**config.mk**
```make
export PLATFORM = sky130hd
export DESIGN_NAME = locked_prio_intc
export DESIGN_NICKNAME = d
export VERILOG_FILES = /design/src/rtl/locked_intc_pkg.sv /design/src/rtl/prio_enc.sv /design/src/rtl/locked_prio_intc.sv
export SDC_FILE = /design/constraint.sdc
export NUM_CORES = 1
export LEC_CHECK = 0
export ABC_AREA = 1
export CAP_MARGIN = 20
export CORE_ASPECT_RATIO = 0.9
export CORE_MARGIN = 2
export CORE_UTILIZATION = 54
export DETAILED_ROUTE_END_ITERATION = 12
export PLACE_DENSITY = 0.89
export SYNTH_ARGS = -nofsm -noshare
export SYNTH_HDL_FRONTEND = slang
export SYNTH_HIERARCHICAL = 1
export SYNTH_SLANG_ARGS = --single-unit
```
**constraint.sdc**
```tcl
create_clock -name i_clk -period 2.75 [get_ports i_clk]
set_input_delay 0.6875 -clock i_clk [delete_from_list [all_inputs] [get_ports i_clk]]
set_output_delay 0.6875 -clock i_clk [all_outputs]
set_load 0.02 [all_outputs]
```
**src/rtl/locked_intc_pkg.sv**
```systemverilog
// Shared types and constants for the key-locked priority interrupt controller.
// The key-load FSM states, the default golden key and an index-width helper.
package locked_intc_pkg;

  typedef enum logic [1:0] {
    K_IDLE,
    K_SHIFT,
    K_CHECK
  } key_state_e;

  localparam logic [31:0] DEFAULT_GOLDEN_KEY = 32'hA5C3_1E7F;

  // Width needed to index n items; never less than one bit.
  function automatic int unsigned idx_w(input int unsigned n);
    return (n > 1) ? $clog2(n) : 1;
  endfunction

endpackage

```
**src/rtl/prio_enc.sv**
```systemverilog
// First-one finder: returns the lowest set bit index of i_vec and whether any bit is set.
module prio_enc
  import locked_intc_pkg::*;
#(
  parameter int unsigned WIDTH = 9,
  parameter int unsigned IDX_W = idx_w(WIDTH)
) (
  input  logic [WIDTH-1:0] i_vec,
  output logic [IDX_W-1:0] o_idx,
  output logic             o_found
);

  // Scan from the top so the lowest set bit is the last one written.
  always_comb begin
    o_idx   = '0;
    o_found = 1'b0;
    for (int i = WIDTH - 1; i >= 0; i--) begin
      if (i_vec[i]) begin
        o_idx   = IDX_W'(i);
        o_found = 1'b1;
      end
    end
  end

endmodule

```
**src/rtl/locked_prio_intc.sv**
```systemverilog
// Key-locked fixed-priority interrupt controller: serial key loader, per-channel masking
// derived from the committed key, bus/channel arbitration and a valid/ready result stage.
module locked_prio_intc
  import locked_intc_pkg::*;
#(
  parameter int unsigned      NUM_BUS    = 3,
  parameter int unsigned      NUM_CH     = 9,
  parameter int unsigned      KEY_W      = 32,
  parameter logic [KEY_W-1:0] GOLDEN_KEY = KEY_W'(DEFAULT_GOLDEN_KEY),
  localparam int unsigned     CH_W       = idx_w(NUM_CH)
) (
  input  logic                      i_clk,
  input  logic                      i_rst,
  input  logic                      i_key_bit_in,
  input  logic                      i_key_shift,
  input  logic                      i_key_commit,
  input  logic                      i_req_valid,
  output logic                      o_req_ready,
  input  logic [NUM_BUS*NUM_CH-1:0] i_req_vec,
  input  logic [NUM_CH-1:0]         i_chan_en,
  output logic                      o_gnt_valid,
  input  logic                      i_gnt_ready,
  output logic [NUM_BUS-1:0]        o_gnt_bus,
  output logic [CH_W-1:0]           o_gnt_ch,
  output logic                      o_gnt_any,
  output logic                      o_unlocked,
  output logic                      o_key_err
);

  localparam int unsigned      BUS_W   = idx_w(NUM_BUS);
  localparam int unsigned      CNT_W   = idx_w(KEY_W + 1);
  localparam logic [CNT_W-1:0] KEY_CNT = CNT_W'(KEY_W);

  key_state_e         r_kstate, w_kstate_next;
  logic [KEY_W-1:0]   r_sr, r_key_act;
  logic [CNT_W-1:0]   r_cnt;
  logic               r_unlocked, r_key_err;
  logic               w_do_shift;

  logic               r_gnt_valid, r_gnt_any;
  logic [NUM_BUS-1:0] r_gnt_bus;
  logic [CH_W-1:0]    r_gnt_ch;
  logic               w_accept;

  always_comb begin
    w_kstate_next = r_kstate;
    w_do_shift    = 1'b0;
    unique case (r_kstate)
      K_IDLE: begin
        // A commit without any preceding shift is ignored.
        if (i_key_shift) begin
          w_do_shift    = 1'b1;
          w_kstate_next = K_SHIFT;
        end
      end
      K_SHIFT: begin
        w_do_shift = i_key_shift;
        if (i_key_commit) w_kstate_next = K_CHECK;
      end
      K_CHECK: w_kstate_next = K_IDLE;
      default: w_kstate_next = K_IDLE;
    endcase
  end

  // A wrong key disables exactly the channels whose key bit differs from the golden key.
  logic [NUM_CH-1:0]                  w_mask;
  logic [NUM_BUS-1:0][NUM_CH-1:0]     w_eff;
  logic [NUM_BUS-1:0][CH_W-1:0]       w_ch_idx;
  logic [NUM_BUS-1:0]                 w_bus_hit;
  logic [BUS_W-1:0]                   w_bus_idx;
  logic                               w_any;
  logic [NUM_BUS-1:0]                 w_gnt_bus;
  logic [CH_W-1:0]                    w_gnt_ch;

  always_comb begin
    w_mask = '0;
    for (int c = 0; c < NUM_CH; c++) begin
      w_mask[c] = ~(r_key_act[c % KEY_W] ^ GOLDEN_KEY[c % KEY_W]);
    end
  end

  for (genvar b = 0; b < NUM_BUS; b++) begin : g_bus
    assign w_eff[b] = i_req_vec[b*NUM_CH +: NUM_CH] & i_chan_en & w_mask;

    prio_enc #(
      .WIDTH (NUM_CH)
    ) u_ch_enc (
      .i_vec   (w_eff[b]),
      .o_idx   (w_ch_idx[b]),
      .o_found (w_bus_hit[b])
    );
  end

  prio_enc #(
    .WIDTH (NUM_BUS)
  ) u_bus_enc (
    .i_vec   (w_bus_hit),
    .o_idx   (w_bus_idx),
    .o_found (w_any)
  );

  always_comb begin
    w_gnt_bus = '0;
    w_gnt_ch  = '0;
    for (int b = 0; b < NUM_BUS; b++) begin
      if (w_any && (w_bus_idx == BUS_W'(b))) begin
        w_gnt_bus[b] = 1'b1;
        w_gnt_ch     = w_ch_idx[b];
      end
    end
  end

  assign o_req_ready = !r_gnt_valid || i_gnt_ready;
  assign w_accept    = i_req_valid && o_req_ready;

  always_ff @(posedge i_clk) begin
    if (i_rst) begin
      r_kstate    <= K_IDLE;
      r_sr        <= '0;
      r_cnt       <= '0;
      r_key_act   <= '0;
      r_unlocked  <= 1'b0;
      r_key_err   <= 1'b0;
      r_gnt_valid <= 1'b0;
      r_gnt_bus   <= '0;
      r_gnt_ch    <= '0;
      r_gnt_any   <= 1'b0;
    end else begin
      r_kstate <= w_kstate_next;
      if (w_do_shift) begin
        r_sr <= {r_sr[KEY_W-2:0], i_key_bit_in};
        if (r_cnt != KEY_CNT) r_cnt <= r_cnt + 1'b1;
      end
      if (r_kstate == K_CHECK) begin
        r_cnt <= '0;
        if (r_cnt == KEY_CNT) begin
          r_key_act <= r_sr;
          r_key_err <= 1'b0;
        end else begin
          r_key_err <= 1'b1;
        end
      end
      r_unlocked <= (r_key_act == GOLDEN_KEY);

      if (w_accept) begin
        r_gnt_valid <= 1'b1;
        r_gnt_bus   <= w_gnt_bus;
        r_gnt_ch    <= w_gnt_ch;
        r_gnt_any   <= w_any;
      end else if (i_gnt_ready) begin
        r_gnt_valid <= 1'b0;
      end
    end
  end

  assign o_gnt_valid = r_gnt_valid;
  assign o_gnt_bus   = r_gnt_bus;
  assign o_gnt_ch    = r_gnt_ch;
  assign o_gnt_any   = r_gnt_any;
  assign o_unlocked  = r_unlocked;
  assign o_key_err   = r_key_err;

endmodule

```
Word level (Yosys, flattened, before mapping)
Index checks and enable logic that the tools add are counted.
{"block": "op_classes", "bitwise_logic": 8, "n_mux": 74, "eq_ne": 9, "n_addsub": 1, "n_reduce_logical": 13}
{"operator": "$mux 4", "count": 30}
{"operator": "$and 9x9->9", "count": 6}
{"operator": "$mux 1", "count": 37}
{"operator": "$eq 32x32->1 const B", "count": 1}
{"operator": "$mux 2", "count": 5}
{"operator": "$add 6x1->6 const B", "count": 1}
{"operator": "$eq 6x6->1 const B", "count": 1}
{"operator": "$ne 6x6->1 const B", "count": 1}
{"operator": "$reduce_and 2->1", "count": 3}
{"operator": "$eq 2x1->1 const B", "count": 2}
{"operator": "$eq 2x2->1 const B", "count": 2}
{"operator": "$logic_and 1x1->1", "count": 4}
{"operator": "$logic_not 2->1", "count": 2}
{"operator": "$ne 2x2->1 const B", "count": 2}
{"operator": "$pmux 2 s2", "count": 1}
{"operator": "$not 1->1", "count": 2}
{"operator": "$pmux 1 s2", "count": 1}
{"operator": "$reduce_bool 2->1", "count": 1}
{"operator": "$reduce_or 2->1", "count": 1}
{"operator": "$logic_not 1->1", "count": 1}
{"operator": "$logic_or 1x1->1", "count": 1}
{"block": "word_totals", "reg_bits": 83, "output_inout_bits": 12}

Depth between registers and ports, before layout
{"block": "depth", "depth_word": 19, "depth_mapped": 15, "ltp_nobuf": 15}

Hierarchy
Netlist, hierarchy kept.
{"module": "locked_prio_intc", "cells_each": 489, "area_each_um2": 3437.0, "instances": 1}
{"module": "prio_enc at g_bus[0].u_ch_enc ...", "cells_each": 23, "area_each_um2": 121.4, "instances": 3}
{"module": "prio_enc at u_bus_enc", "cells_each": 7, "area_each_um2": 31.3, "instances": 1}

Worst setup path before layout
OpenSTA, ideal clock, no wires.
{"block": "synth_path", "path_kind": "in2reg", "startpoint": "input port i_chan_en[6]", "endpoint": "register r_gnt_ch[3] (netlist: o_gnt_ch[3])", "setup_ns": 0.117, "t_required_ns": 2.633, "cell_stages": 13, "slack_ns": 0.629, "arrival_ns": 2.004, "path_cell_list": "nand2_1 > nor2_1 > or2_4 > nor3_4 > nand4_1 > nor2_1 > nand2_1 > nand2_1 > nor2_1 > nor2_1 > nand2_1 > a21oi_1 > nor2_1"}
{"element": "start, declared", "line_no": "locked_prio_intc.sv:20", "text": "input logic [NUM_CH-1:0] i_chan_en,"}
{"element": "end signal, assigned", "line_no": "locked_prio_intc.sv:148", "text": "r_gnt_ch <= w_gnt_ch;"}
{"element": "end, declared", "line_no": "locked_prio_intc.sv:42", "text": "logic [CH_W-1:0] r_gnt_ch;"}

Final worst setup path
{"block": "layout_path", "startpoint": "input port i_gnt_ready", "endpoint": "output port o_req_ready"}
{"block": "layout_via", "elab_chain_cells": 1}
{"element": "start, declared", "line_no": "locked_prio_intc.sv:22", "text": "input logic i_gnt_ready,"}
{"element": "$logic_or 1x1->1", "line_no": "locked_prio_intc.sv:113", "text": "assign o_req_ready = !r_gnt_valid || i_gnt_ready;"}
{"element": "end, declared", "line_no": "locked_prio_intc.sv:18", "text": "output logic o_req_ready,"}
No other way between the ends.

==> impl_metrics.tcl <==
set metrics [dict create \
    io_buffers 54 \
    ctsResizeCount 0 \
    dp_hpwl_mm 6.12 \
    grt_usage_pct 22.4 \
    synthArstFlopShare_pct 0 \
    fmax_mhz 390 \
    core_area_um2 6970 \
    p_int_mw 1.92 \
    worstHoldPathType "reg -> reg" \
    ys_seq_area_share_pct 43.4 \
    swShare_pct 23.6 \
    rows 29 \
    final_layout_size_suffix_gt1_share_pct 6.94 \
    io_pins 55 \
    holdWs_ns 0.457 \
    crit_path_end "o_req_ready" \
    area_growth_pct 21.0 \
    initial_core_util_pct 55.0 \
    clockRootBuffer "clkbuf_8" \
    power-per-cell-area_nw_per_um2 543 \
    die_y_um 83.9 \
    critPathLaunch "i_gnt_ready" \
    routed_via_density 4.98 \
    switchingPower_mw 0.594 \
    netlist_area_um2 3830 \
    ys_warn_count 6 \
    worstPathRequired_ns 2.06 \
    arrival_ns 1.87 \
    fin_crit_sh_pct 93.2 \
    p_total_mw 2.52 \
    cts_tree "built" \
    synth.avg_cell_area_um2 6.78 \
    relSlewSlack_pct 70.4 \
    drt_iter0_drc 216 \
    drv_cap 0 \
    grt_pass1_wl_mm 14.3 \
    dp_cells 698 \
    reg2reg_depth 13 \
    cts_setup_buffers 0 \
    fin_area_um2 4640 \
    leakage_nw 1.97 \
    htreeDepth 3 \
    synth.net_count 610 \
    diodes 0 \
    final_util_pct 66.6 \
    clk_latency_ns 0.34 \
    cts_hold_buf 0 \
    setup_viol 0 \
    clock_skew_ns 0.00668 \
    antenna_found_initial 0 \
    r2r_end "o_gnt_ch[3]" \
    peakVddDrop_uv 395 \
    status "complete, no violations" \
    start_kind "input port" \
    synth_edf_count 0 \
    clk_pin_slew_worst_paths_ns 0.08 \
    clock_path_buffers 2 \
    numCtsBuffers 9 \
    globalRouteOverflowTotal 0 \
    syn_inst 565 \
    drv_slew 0 \
    wl_per_cell_um 11.7 \
    stdcell_count 713 \
    ys.flop_type "dfxtp_1" \
    reg2reg_slack_ns 0.72 \
    max_slew.worst_pin.slew_ns 0.444 \
    grt_max_degree 58 \
    endpoint_kind "output pin" \
    die-area_um2 7790 \
    synth-seq-cells 83 \
    cts_sinks 83 \
    finalCriticalPeriod_ns 2.56 \
    r2r-start "r_key_act[6]" \
    rsz0062_at_grt "false" \
    combPwrFrac_pct 11.9 \
    routed_wirelength_mm 8.34 \
    die_x_um 92.8 \
    grt_pass1_vias 3323 \
    post-route-drc-count 0 \
    nets 661 \
    place_area_um2 4420 \
    clock_power_share_pct 37.1 \
    seq_power_share_pct 50.9 \
    finalHoldViolations 0 \
    crit_path_max_fanout 3 \
    drt-pass1-iter-count 5 \
    place.gp.congestion 0.892 \
    crit_type "in -> out" \
    synth_cell_type_count 32 \
    postRouteAntennaNets 0 \
    vias 3551 \
]
[critical path, stage by stage]
cell and delay [ns]:
clkdlybuf4s50_1 0.46, inv_1 0.04, nand2_1 0.08, clkdlybuf4s50_1 0.61
[through the flow]
stage,worst slack (ns),TNS (ns)
finish,0.188,0
global route,0.115,0
CTS,0.181,0
detailed placement,-0.0121,-0.0121
global placement,0.100,0
floorplan,0.629,0
[cell usage in the layout (no fill, tap or decap)]
| master | n |
|---|---|
| o21ai_0 | 67 |
| inv_4 | 1 |
| inv_2 | 4 |
| nor3b_2 | 3 |
| or2_4 | 3 |
| o21ai_1 | 8 |
| ha_1 | 2 |
| dfxtp_1 | 83 |
| a21oi_1 | 13 |
| nor3_1 | 2 |
| buf_4 | 6 |
| nor2_4 | 1 |
| nor3_4 | 3 |
| nor2_2 | 2 |
| nand3_1 | 11 |
| clkdlybuf4s50_1 | 54 |
| nand2_2 | 3 |
| o21ai_2 | 1 |
| nor4_1 | 2 |
| a21boi_1 | 3 |
| inv_1 | 61 |
| nand4_1 | 7 |
| nor2_1 | 192 |
| nand2_1 | 63 |
| nand2_4 | 1 |
| clkbuf_1 | 1 |
| clkinv_1 | 2 |
| clkbuf_8 | 10 |
| o211ai_1 | 1 |
| nand3b_1 | 2 |
| xor2_1 | 3 |
| clkinvlp_4 | 2 |
| bufinv_16 | 2 |
| nand3_2 | 1 |
[area by class of cell]
type,count,area [um2]
flip-flops and latches,83,1660
repair buffers,60,586
clock inverters,4,75.1
multi-input cells,394,1800
well taps,93,116
clock buffers,11,141
inverters,68,258
fillers,604,2330
[cell families after synthesis]
| kind of cell | synth area share (%) |
|---|---|
| compound gates | 12.5 |
| xor+xnor | 0.686 |
| buf+inv | 9.66 |
| simple gates | 33.1 |
| fa+ha+maj | 0.653 |
| flops | 43.4 |
[worst min path at each step]
stage                 from          end  cells past startpoint
2_1_floorplan  r_kstate[1]  r_kstate[1]                      1
3_3_place_gp   r_kstate[1]  r_kstate[1]                      1
3_5_place_dp   r_kstate[1]  r_kstate[1]                      1
4_1_cts        r_kstate[1]  r_kstate[1]                      1
5_1_grt        r_kstate[1]  r_kstate[1]                      1
6_report       r_kstate[1]  r_kstate[1]                      1
[layer usage]
layer | vias up | track usage, % | wire, um
met5 | - | 0 | 0
met4 | 0 | 6.55 | 144
met3 | 13 | 6.32 | 535
met2 | 86 | 37.1 | 3890
met1 | 1589 | 28.4 | 3770
li1 | 1863 | - | -
[power groups by stage]
stage          Combinational [mW]  Clock, mW  Sequential (mW)
2_1_floorplan               0.164          0             1.32
3_3_place_gp                0.292          0             1.31
3_5_place_dp                0.299          0             1.31
4_1_cts                     0.301      0.948             1.28
5_1_grt                     0.338       1.00             1.29
6_report                    0.300      0.935             1.28
[sequential cells by signal, summed over array words and instances, names as in the netlist, 2 cells and up]
signal and flops:
o_gnt_bus 3, r_sr 32, r_cnt 6, r_kstate 2, r_key_act 32, o_gnt_ch 4
[cell usage after synthesis (3+ instances only)]
cell type,count,area [um2]
a21boi_1,3,22.5
a21oi_1,13,65.1
buf_2,4,20.0
buf_6,4,45.0
clkbuf_1,10,37.5
dfxtp_1,83,1660
inv_1,61,229
inv_2,4,15.0
nand2_1,63,236
nand2_2,3,18.8
nand3_1,11,55.1
nand4_1,7,43.8
nor2_1,192,721
nor3_4,3,48.8
nor3b_2,3,37.5
o21ai_0,67,335
o21ai_1,8,40.0
or2_4,3,26.3
xor2_1,3,26.3
Note: power is estimated with default switching activity, not from simulation.
==> RTL change: new RTL, config.mk and constraints unchanged <==
Register the output `o_key_err` once more; this adds one clock of latency there. The other outputs are not delayed to match.
--- a/src/rtl/locked_prio_intc.sv
+++ b/src/rtl/locked_prio_intc.sv
@@ -158,7 +158,9 @@
   assign o_gnt_ch    = r_gnt_ch;
   assign o_gnt_any   = r_gnt_any;
   assign o_unlocked  = r_unlocked;
-  assign o_key_err   = r_key_err;
+  always_ff @(posedge i_clk) begin
+    o_key_err <= r_key_err;
+  end
 
 endmodule
 
Function: changed (Yosys sat finds a counterexample within 4 cycles, from zero or initial values and one cycle with i_rst high).
==> RTL change against the original RTL <==
- first-iteration DRC count fell by 26%
- setup slack improved by 0.0070 ns
- core utilization rose by 0.61 points
- register-to-register slack got worse by 0.06 ns
- sequential share of layout area rose by 0.10 points
- area after synthesis rose by 0.52%
- power rose by 2.9%
- clock skew rose by 0.0047 ns
- sequential cell count rose by 1
- final area rose by 0.92%
- routed wire length rose by 3.5%
- maximum frequency rose by 0.27%
- die area rose by 0.50%
- critical path type unchanged
- critical endpoint unchanged
==> RTL change: results <==
metrics = {
    "run_status": {
        "status": "complete, no violations",
    },
    "place": {
        "place_area_um2": 4450,
        "hpwl_um": 6430,
        "place_ws_ns": -0.0885,
        "place_inst": 699,
    },
    "yosys": {
        "synth_compound_area_share_pct": 12.4,
        "synthAdderAreaFrac_pct": 0.650,
        "ys_seq_area_share_pct": 43.7,
        "syn_avg_cell_area_um2": 6.81,
        "synthTopCellsByArea": "dfxtp_1 44%, nor2_1 19%, o21ai_0 8.7%, nand2_1 6.1%, inv_1 5.9%",
    },
    "finish": {
        "multi_input_area_share_pct": 38.5,
        "seq_cells": 84,
        "finalNonFillerCells": 715,
        "seqAreaFraction_pct": 35.9,
        "area_share_clock_buf_inv_pct": 4.84,
        "drive_above_1_share_pct": 7.23,
        "n_fill_cell": 605,
        "nNetsFinal": 662,
        "buf_share_pct": 12.8,
    },
    "floorplanning": {
        "die_area_um2": 7830,
    },
    "pwr": {
        "p_leak_nw": 1.99,
        "peakVddDrop_mv": 0.477,
    },
    "route": {
        "wl_per_cell_um": 12.1,
        "first_pass_iters": 4,
    },
    "global_routing": {
        "grt_pass1_wl_um": 14600,
        "track_usage_pct": 23.5,
        "first_global_vias": 3357,
    },
    "cts": {
        "clkLatencyLatePin_ns": 0.36,
    },
    "worst_hold_path": {
        "holdPathStages": 0,
        "hp-start": "r_key_err",
        "hold_end": "o_key_err",
    },
    "worst_setup_path": {
        "ff2ff_setup_slack_ns": 0.66,
    },
    "timing": {
        "fin_hold_ws_ns": 0.369,
        "fin_worst_skew_ns": 0.0114,
        "slew_headroom_pct": 65.6,
    },
}
RTL change: power by group through the flow:
stage | sequential (W) | combinational (W) | clock [W]
final | 0.00130 | 0.000305 | 0.000988
after global routing | 0.00131 | 0.000344 | 0.00106
after CTS | 0.00130 | 0.000305 | 0.00101
after detailed placement | 0.00133 | 0.000303 | 0
after global placement | 0.00132 | 0.000293 | 0
after floorplan | 0.00133 | 0.000164 | 0
RTL change: routing by layer:
metal | share of wire, % | GRT usage, % | vias up
met2 | 48 | 40.7 | 96
met1 | 43 | 27.7 | 1622
met5 | 0 | 0 | -
met3 | 6.5 | 6.91 | 20
li1 | - | - | 1868
met4 | 2.4 | 8.29 | 0
RTL change: critical path: cells and delay by family:
family                 cells  cell delay [ns]
buffers and inverters      3             1.09
AND/OR/NAND/NOR            1             0.09
